<file path="src/rtl/bitstream_fifo_conv.sv">
// Width-converting FIFO built on a circular bit buffer. It accepts WIN-bit writes and
// presents WOUT-bit reads, both LSB-first. The head chunk is shown first-word-fall-through.
// The fill level is exact, and the overflow/underflow flags stay set until cleared.
module bitstream_fifo_conv #(
   parameter int unsigned WIN  = 8,
   parameter int unsigned WOUT = 3,
   parameter int unsigned CAP  = 128,
   parameter int unsigned LW   = $clog2(CAP + 1)
) (
   input  logic            clk,
   input  logic            rst,
   input  logic            w_en,
   input  logic [WIN-1:0]  data_w,
   input  logic            r_en,
   input  logic            err_clr,
   output logic [WOUT-1:0] data_r,
   output logic            empty,
   output logic            full,
   output logic            half_full,
   output logic            overflow,
   output logic            underflow,
   output logic [LW-1:0]   level
);

   localparam int unsigned PW = (CAP > 1) ? $clog2(CAP) : 1;

   localparam logic [LW-1:0] WinL  = LW'(WIN);
   localparam logic [LW-1:0] WoutL = LW'(WOUT);
   localparam logic [LW-1:0] CapL  = LW'(CAP);
   localparam logic [LW-1:0] HalfL = LW'(CAP / 2);

   logic [CAP-1:0] mem_q;
   logic [PW-1:0]  wp_q, wp_d, rp_q, rp_d;
   logic [LW-1:0]  level_q, level_d;
   logic           overflow_q, overflow_d, underflow_q, underflow_d;
   logic           wr, rd;

   // (base + off) mod CAP. base < CAP and off < CAP, so at most one subtraction is needed.
   function automatic logic [PW-1:0] wrap_add(input logic [PW-1:0] base, input int unsigned off);
      logic [PW:0] s;
      s = {1'b0, base} + (PW + 1)'(off);
      if (s >= (PW + 1)'(CAP)) s = s - (PW + 1)'(CAP);
      return s[PW-1:0];
   endfunction

   // Status flags come straight from the registered level
   always_comb begin
      empty     = level_q < WoutL;
      full      = (CapL - level_q) < WinL;
      half_full = (level_q >= HalfL) && !full;
      wr        = w_en && !full;
      rd        = r_en && !empty;
   end

   // Head chunk: bits beyond the fill level read as zero, so stale storage is never visible
   always_comb begin
      data_r = '0;
      for (int unsigned i = 0; i < WOUT; i++) begin
         if (LW'(i) < level_q) data_r[i] = mem_q[wrap_add(rp_q, i)];
      end
   end

   // Next-state for pointers, level and the sticky error flags (set beats clear)
   always_comb begin
      wp_d        = wr ? wrap_add(wp_q, WIN) : wp_q;
      rp_d        = rd ? wrap_add(rp_q, WOUT) : rp_q;
      level_d     = level_q + (wr ? WinL : '0) - (rd ? WoutL : '0);
      overflow_d  = overflow_q;
      underflow_d = underflow_q;
      if (err_clr) begin
         overflow_d  = 1'b0;
         underflow_d = 1'b0;
      end
      if (w_en && full)  overflow_d  = 1'b1;
      if (r_en && empty) underflow_d = 1'b1;
   end

   // Control state register
   always_ff @(posedge clk) begin
      if (rst) begin
         wp_q        <= '0;
         rp_q        <= '0;
         level_q     <= '0;
         overflow_q  <= 1'b0;
         underflow_q <= 1'b0;
      end else begin
         wp_q        <= wp_d;
         rp_q        <= rp_d;
         level_q     <= level_d;
         overflow_q  <= overflow_d;
         underflow_q <= underflow_d;
      end
   end

   // Bit storage is never reset; the level mask on data_r hides its contents
   always_ff @(posedge clk) begin
      if (wr && !rst) begin
         for (int unsigned i = 0; i < WIN; i++) mem_q[wrap_add(wp_q, i)] <= data_w[i];
      end
   end

   assign overflow  = overflow_q;
   assign underflow = underflow_q;
   assign level     = level_q;

endmodule

</file>
<file path="config.mk">
export PLATFORM = sky130hd
export DESIGN_NAME = bitstream_fifo_conv
export DESIGN_NICKNAME = d
export VERILOG_FILES = /design/src/rtl/bitstream_fifo_conv.sv
export SDC_FILE = /design/constraint.sdc
export NUM_CORES = 1
export LEC_CHECK = 0
export ABC_CLOCK_PERIOD_IN_PS = 11600
export CAP_MARGIN = 20
export CORE_UTILIZATION = 48
export CTS_CLUSTER_DIAMETER = 50
export CTS_CLUSTER_SIZE = 14
export DETAILED_ROUTE_END_ITERATION = 8
export GPL_TIMING_DRIVEN = 0
export PLACE_DENSITY_LB_ADDON = 0.3
export SYNTH_ARGS = -nofsm -noshare
export SYNTH_HDL_FRONTEND = slang
export SYNTH_SLANG_ARGS = --single-unit
</file>
<file path="constraint.sdc">
create_clock -name clk -period 11.6 [get_ports clk]
set_clock_uncertainty 0.05 [all_clocks]
set_input_delay 2.9 -clock clk [delete_from_list [all_inputs] [get_ports clk]]
set_output_delay 2.9 -clock clk [all_outputs]
set_load 0.01 [all_outputs]
</file>
## Word-level counts from Yosys, hierarchy flattened

Cells that the tools add are included.

- Magnitude comparators: 38
- Add/subtract/negate cells: 27
- Muxes and demuxes: 62
- Reduce and logical (&&, ||, !) cells: 19

Operators with widths:

| operator | count |
|---|---|
| 128-bit bitwise mux | 8 |
| 7-bit two-way mux | 24 |
| 7-bit by 1-bit subtractor with 7-bit output, second input constant | 13 |
| 8-bit >= comparator, second input constant | 11 |
| 7-bit by 8-bit less-than comparator with 1-bit output, second input constant | 11 |
| 1-bit demux with 7-bit select | 8 |
| 7-bit by 1-bit >= comparator with 1-bit output, second input constant | 8 |
| 7-bit by 2-bit adder with 8-bit output, second input constant | 4 |
| 7-bit by 3-bit adder with 8-bit output, second input constant | 4 |
| 1-bit binary-select mux with 7-bit select | 3 |
| 1-bit two-way mux | 17 |
| 7-bit by 1-bit adder with 8-bit output, second input constant | 2 |
| 7-bit by 8-bit >= comparator with 1-bit output, second input constant | 2 |
| 1-bit by 8-bit less-than comparator with 1-bit output, first input constant | 2 |
| 1-bit logical AND | 14 |
| 7-bit by 4-bit adder with 8-bit output, second input constant | 1 |
| 8-bit by 4-bit adder with 8-bit output | 1 |
| 8-bit by 7-bit >= comparator with 1-bit output, second input constant | 1 |
| 2-bit by 8-bit less-than comparator with 1-bit output, first input constant | 1 |
| 8-bit by 2-bit less-than comparator with 1-bit output, second input constant | 1 |
| 8-bit by 4-bit less-than comparator with 1-bit output, second input constant | 1 |
| 8-bit by 2-bit subtractor with 8-bit output | 1 |
| 8-bit subtractor, first input constant | 1 |
| 4-bit two-way mux | 1 |
| other kinds (3) | 6 |

- Input port bits: 13
- Bits in registers: 152
- Output and inout bits: 16
- Word-level logic and storage cells: 152

## Depth between registers and ports, before layout

- Word-level depth: 18
- Depth in mapped cells: 17
- Gate-level depth less buffers: 16

## Worst setup path before layout

No wires, ideal clock.

- Path kind: register to output
- Start point: register rp_q[1]
- End point: output data_r[1]
- Cell stages (with the launch flop): 14
- Arrival time: 3.714 ns
- Setup slack: 4.936 ns
- Path buffers: 6
- Cells stage by stage: dfxtp_1 -> buf_2 -> buf_1 -> clkbuf_1 -> buf_1 -> inv_1 -> ha_1 -> clkbuf_1 -> buf_1 -> mux4_2 -> mux4_2 -> mux2i_1 -> nor2_1 -> o311a_1

- Word-level cells in the longest chain between the ends: 7
- Elaborated cells on any way between the ends: 8
- Classes of those cells: add/sub: 2; order compare: 1; mux: 5

RTL lines:

| item | line | source |
|---|---|---|
| start, declared | 33 | `logic [PW-1:0] wp_q, wp_d, rp_q, rp_d;` |
| start signal, assigned | 88 | `rp_q <= rp_d;` |
| 7-bit by 1-bit adder with 8-bit output * | 41 | `s = {1'b0, base} + (PW + 1)'(off);` |
| 7-bit by 1-bit subtractor with 7-bit output / 8-bit >= comparator (equally long branches) | 42 | `if (s >= (PW + 1)'(CAP)) s = s - (PW + 1)'(CAP);` |
| 7-bit two-way mux * | 42 |  |
| 7-bit two-way mux * | 59 | `if (LW'(i) < level_q) data_r[i] = mem_q[wrap_add(rp_q, i)];` |
| 1-bit binary-select mux with 7-bit select * | 59 |  |
| 1-bit two-way mux (not written as such) * | 59 |  |
| 1-bit two-way mux * | 59 |  |
| end, declared | 16 | `output logic [WOUT-1:0] data_r,` |

Mark *: on every way between the ends. The rest lies on a longest branch, timed or not. The select of a mux whose other input is x is not followed.

## Final worst setup path

- Start point: register rp_q[1]
- End point: output data_r[2]

- Word-level cells in the longest chain between the ends: 7
- Elaborated cells on any way between the ends: 8
- Classes of those cells: add/sub: 2; order compare: 1; mux: 5

RTL lines:

| item | line |
|---|---|
| 7-bit by 2-bit adder with 8-bit output * | 41 |
| 7-bit by 1-bit subtractor with 7-bit output / 8-bit >= comparator (equally long branches) | 42 |
| 7-bit two-way mux * | 42 |
| 7-bit two-way mux * | 59 |
| 1-bit binary-select mux with 7-bit select * | 59 |
| 1-bit two-way mux (not written as such) * | 59 |
| 1-bit two-way mux * | 59 |

Marked as above.

==> Flow_metrics.wiki <==
{| class="wikitable"
! Metric !! Value
|-
| Result of the run || finished clean
|-
| # Max-Cap Violations || 0
|-
| Number of global-route vias before repair || between 6,000 and 7,000
|-
| Post-Syn Nets || roughly 700
|-
| Number of gates given a new drive strength after cts || 0
|-
| Number of nets in the layout || roughly 760
|-
| Maximum frequency from static timing analysis || roughly 0.10 GHz
|-
| Worst slew margin relative to its limit || roughly a quarter
|-
| Final setup violation count || 0
|-
| XOR/XNOR share of the synthesized area || about 2.4%
|-
| Residual antenna-violating net count after detailed routing || 0
|-
| Avg Synthesized Cell Area || roughly 13 um^2
|-
| Minimum clock period after layout || between 9 and 10 ns
|-
| Yosys warning total || 0
|-
| Die Span Y || approximately 140 um
|-
| Hold bufs inserted after CTS || 0
|-
| Top_reg_cell synth || sky130_fd_sc_hd__edfxtp_1
|-
| Post-detailed-route DRC marker count || 0
|-
| GRT Residual Overflow || 0
|-
| Clock buffer count from CTS || 17
|-
| Cell accounting for the most synthesized area || sky130_fd_sc_hd__edfxtp_1
|-
| Pin count of the biggest net entering global routing || 17
|-
| Buffers on Ports || 27
|-
| Main combinational cell family by area after synthesis || multiplexers
|-
| Area share of the largest cell type after synthesis || between 40% and 50%
|-
| ANT cells || 0
|-
| Library cell appearing most often on the critical path || sky130_fd_sc_hd__clkbuf_1
|-
| Post-route setup TNS || 0 ns
|-
| Top cells by area in the synthesized netlist || sky130_fd_sc_hd__edfxtp_1 (43%), sky130_fd_sc_hd__mux4_2 (21%), sky130_fd_sc_hd__dfxtp_1 (4.7%), sky130_fd_sc_hd__ha_1 (3.4%), sky130_fd_sc_hd__mux2i_1 (3.0%)
|-
| Fraction of synthesized area in multiplexers || approximately a quarter
|-
| Number of DRC markers after the initial detailed-route iteration || approximately 960
|-
| HPWL after DPL || just under 20,000 um
|-
| Cell count after synthesis || between 600 and 700
|-
| Wire length reported by the detailed router || ~28,000 um
|-
| Root buffer cell || sky130_fd_sc_hd__clkbuf_16
|-
| Row Count || 49
|-
| Signed area change from the synthesized netlist to the final layout || 14.2%
|-
| Number of iterations in the first detailed-routing pass || 6
|-
| Data arrival time at the worst-slack endpoint || ~6.6 ns
|-
| Power per standard cell area || approximately 250 nW/um^2
|-
| CTS tree || yes
|-
| Unrepaired setup endpoints after global routing || no
|-
| Total leakage power || ~0.0033 uW
|-
| Share of the cycle needed by the critical path after routing || between 80% and 90%
|-
| Synthesized-area fraction occupied by adder cells || roughly 3.6%
|-
| Clock network latency to the later pin of the worst-skew pair || roughly 0.45 ns
|-
| Share of final-layout standard cells stronger than drive strength 1 || between 20% and 30%
|-
| Clock slew seen by the registers of the worst setup and hold paths || 0.07 ns
|-
| Vias/cell || 6.89
|-
| H-Tree Level Count || 4
|-
| Data required, critical path || around 8.7 ns
|-
| Full die area || approximately 19,000 um^2
|-
| Mapped cell area || ~9000 um^2
|-
| Share of flip-flops with an asynchronous set or reset || 0%
|-
| Sequential fraction of the synthesis area || roughly half
|-
| Peak VDD IR || ~0.16 mV
|-
| Placed cell count || 927
|-
| Power after layout || about 2500 uW
|-
| Number of hold violations in the final report || 0
|-
| Critical Path End Type || output port
|-
| Post-synth cell types || 54
|-
| Via Count || between 6,000 and 7,000
|-
| Critical Path Max Stage Delay || 0.70 ns
|-
| Sinks on the clock net || around 150
|-
| Cell with the largest stage delay on the worst path || sky130_fd_sc_hd__buf_1
|-
| Maximum fanout along the worst path || 10
|-
| GRT Overall Usage || a little under a third
|-
| Startpoint types || flop
|-
| #FFs+latches synth || 149
|-
| Number of antenna violations at the first check in global routing || 1
|-
| Effective utilization at floorplan || roughly half
|-
| Fraction of the mapped netlist area in compound gates || between 5 and 6%
|-
| GPL Wtd Cong || 0.979
|-
| Post-Synth Simple-Gate Area || 10.6%
|-
| Classification of the worst setup path || flop to output port
|-
| Global-route wire length before repair || approximately 41,000 um
|-
| Cell breakdown of the critical path || buf_2, buf_1, clkbuf_1, buf_1, inv_1, ha_1, clkbuf_1, clkbuf_1, nor2b_1, nand3_1, a31oi_1, a311oi_1, a32o_1, clkdlybuf4s50_1
|-
| Buffers inserted during post-CTS setup optimization || 0
|-
| Slew of the pin with the lowest slew margin || around 1.1 ns
|-
| Clk buf depth || 2
|-
| Horiz. Die Dim || ~140 um
|-
| Count of flip-flops with a built-in enable after synthesis || between 100 and 150
|-
| Non-filler instance count after layout || between 900 and 1,000
|-
| Average detailed-routed wire length per instance || a little under 30 um
|-
| Path class of the lowest-slack min-delay path || flop to flop
|-
| Core region area || between 15,000 and 20,000 um^2
|-
| Total count of max-transition violations in the final report || 0
|-
| I/O pin count || 29
|}
cell type report:
cell class / count / area [um^2]
sequential: 149 / 4260
inverter: 23 / 86.3
fill: 1465 / 7900
timing repair buffer: 38 / 353
clock buffer: 17 / 425
clock inverter: 15 / 141
multi-input combinational: 441 / 4340
buffer: 47 / 230
tap: 229 / 287
sequential cells by signal, summed over array words and instances, names as in the netlist:
register   cells
mem_q        128
level          8
rp_q           7
wp_q           4
overflow       1
underflow      1
per-layer routing:
metal | part of all wire (%) | track usage (%) | vias to the layer above
li1 | - | - | 2720
met5 | 0 | 0 | -
met4 | 3.3 | 11.8 | 0
met3 | 13 | 10.5 | 69
met2 | 47 | 48.8 | 499
met1 | 37 | 41.0 | 3320
worst max-delay path, delay by kind of cell, from the launching register on:
family                     cells  cell delay, ns
buffers and inverters          8            3.89
DFF                            1            0.36
AOI/OAI and AO/OA              3            0.77
and+or+nand+nor                2            0.82
adders and majority gates      1            0.34
layout by cell type (no fill, tap or decap), types with 4 or more instances in the layout:
| cell | instances |
|---|---|
| sky130_fd_sc_hd__edfxtp_1 | 128 |
| sky130_fd_sc_hd__mux4_2 | 83 |
| sky130_fd_sc_hd__nand2_1 | 61 |
| sky130_fd_sc_hd__nor2_1 | 50 |
| sky130_fd_sc_hd__mux2i_1 | 27 |
| sky130_fd_sc_hd__clkdlybuf4s50_1 | 27 |
| sky130_fd_sc_hd__clkbuf_1 | 26 |
| sky130_fd_sc_hd__nand3_1 | 26 |
| sky130_fd_sc_hd__ha_1 | 24 |
| sky130_fd_sc_hd__inv_1 | 23 |
| sky130_fd_sc_hd__dfxtp_1 | 21 |
| sky130_fd_sc_hd__a21oi_1 | 20 |
| sky130_fd_sc_hd__xnor2_1 | 19 |
| sky130_fd_sc_hd__clkbuf_16 | 17 |
| sky130_fd_sc_hd__nor2b_1 | 13 |
| sky130_fd_sc_hd__a31oi_1 | 12 |
| sky130_fd_sc_hd__buf_4 | 12 |
| sky130_fd_sc_hd__buf_2 | 10 |
| sky130_fd_sc_hd__nor4_2 | 9 |
| sky130_fd_sc_hd__nand4_1 | 8 |
| sky130_fd_sc_hd__a32oi_1 | 8 |
| sky130_fd_sc_hd__o21ai_0 | 7 |
| sky130_fd_sc_hd__nor3_1 | 7 |
| sky130_fd_sc_hd__mux2_2 | 6 |
| sky130_fd_sc_hd__a22oi_1 | 6 |
| sky130_fd_sc_hd__buf_6 | 5 |
| sky130_fd_sc_hd__buf_1 | 5 |
| sky130_fd_sc_hd__xor2_1 | 5 |
| sky130_fd_sc_hd__inv_6 | 5 |
| sky130_fd_sc_hd__and2_1 | 4 |
| sky130_fd_sc_hd__mux4_1 | 4 |
| sky130_fd_sc_hd__a22o_1 | 4 |
through the flow:
| step | setup slack (ns) | hold slack [ns] | utilization, % | instance area [um^2] |
|---|---|---|---|---|
| 2_1_floorplan | 4.94 | 0.437 | - | 8860 |
| 3_3_place_gp | 2.88 | 0.460 | 52.3 | 9420 |
| 3_5_place_dp | 2.88 | 0.481 | 53.0 | 9560 |
| 4_1_cts | 2.36 | 0.491 | 56.2 | 10100 |
| 5_1_grt | 1.90 | 0.514 | 56.2 | 10100 |
| 6_report | 2.01 | 0.486 | 56.2 | 10100 |
Yosys cell counts, types with 2 or more instances:
library cell	number
sky130_fd_sc_hd__inv_1	23
sky130_fd_sc_hd__xnor2_1	19
sky130_fd_sc_hd__buf_2	7
sky130_fd_sc_hd__mux2_2	6
sky130_fd_sc_hd__mux4_2	83
sky130_fd_sc_hd__nor4_1	12
sky130_fd_sc_hd__a22o_1	4
sky130_fd_sc_hd__nor3_1	7
sky130_fd_sc_hd__mux2i_1	27
sky130_fd_sc_hd__buf_1	5
sky130_fd_sc_hd__nand4_1	8
sky130_fd_sc_hd__a211oi_1	2
sky130_fd_sc_hd__a31oi_1	12
sky130_fd_sc_hd__dfxtp_1	21
sky130_fd_sc_hd__buf_6	3
sky130_fd_sc_hd__nor4bb_1	2
sky130_fd_sc_hd__and3_1	2
sky130_fd_sc_hd__and2_1	4
sky130_fd_sc_hd__mux4_1	4
sky130_fd_sc_hd__nor3b_1	2
sky130_fd_sc_hd__o21ai_0	7
sky130_fd_sc_hd__nand2_1	61
sky130_fd_sc_hd__ha_1	24
sky130_fd_sc_hd__o21bai_1	2
sky130_fd_sc_hd__nand3_1	26
sky130_fd_sc_hd__nor2b_1	13
sky130_fd_sc_hd__or3_1	2
sky130_fd_sc_hd__edfxtp_1	128
sky130_fd_sc_hd__clkbuf_1	26
sky130_fd_sc_hd__a22oi_1	6
sky130_fd_sc_hd__a21o_1	2
sky130_fd_sc_hd__nand2b_1	3
sky130_fd_sc_hd__buf_4	6
sky130_fd_sc_hd__a21oi_1	20
sky130_fd_sc_hd__xor2_1	5
sky130_fd_sc_hd__a32o_1	2
sky130_fd_sc_hd__nor2_1	50
sky130_fd_sc_hd__a32oi_1	8
cells by family after synthesis:
kind of cell	Yosys count
XOR/XNOR	24
adder cells (fa/ha/maj)	25
flip-flops	149
buffers and inverters	70
multiplexers	120
AND/OR/NAND/NOR	198
AO/OA/AOI/OAI	74
power by group:
group,total [uW],switching (uW),leakage [uW],internal [uW]
Clock,541,242,0.000272,299
Sequential,649,33.5,0.00133,615
Combinational,1290,709,0.00171,584
worst paths after layout:
check	slack (ns)	endpoint	startpoint	depth (start not counted)
max	2.01	data_r[2]	rp_q[1]	14
min reg2reg	0.49	wp_q[6]	wp_q[6]	2
min	0.49	wp_q[6]	wp_q[6]	2
max reg2reg	7.35	rp_q[1]	rp_q[1]	9
Power figures use the tool's default switching activity.
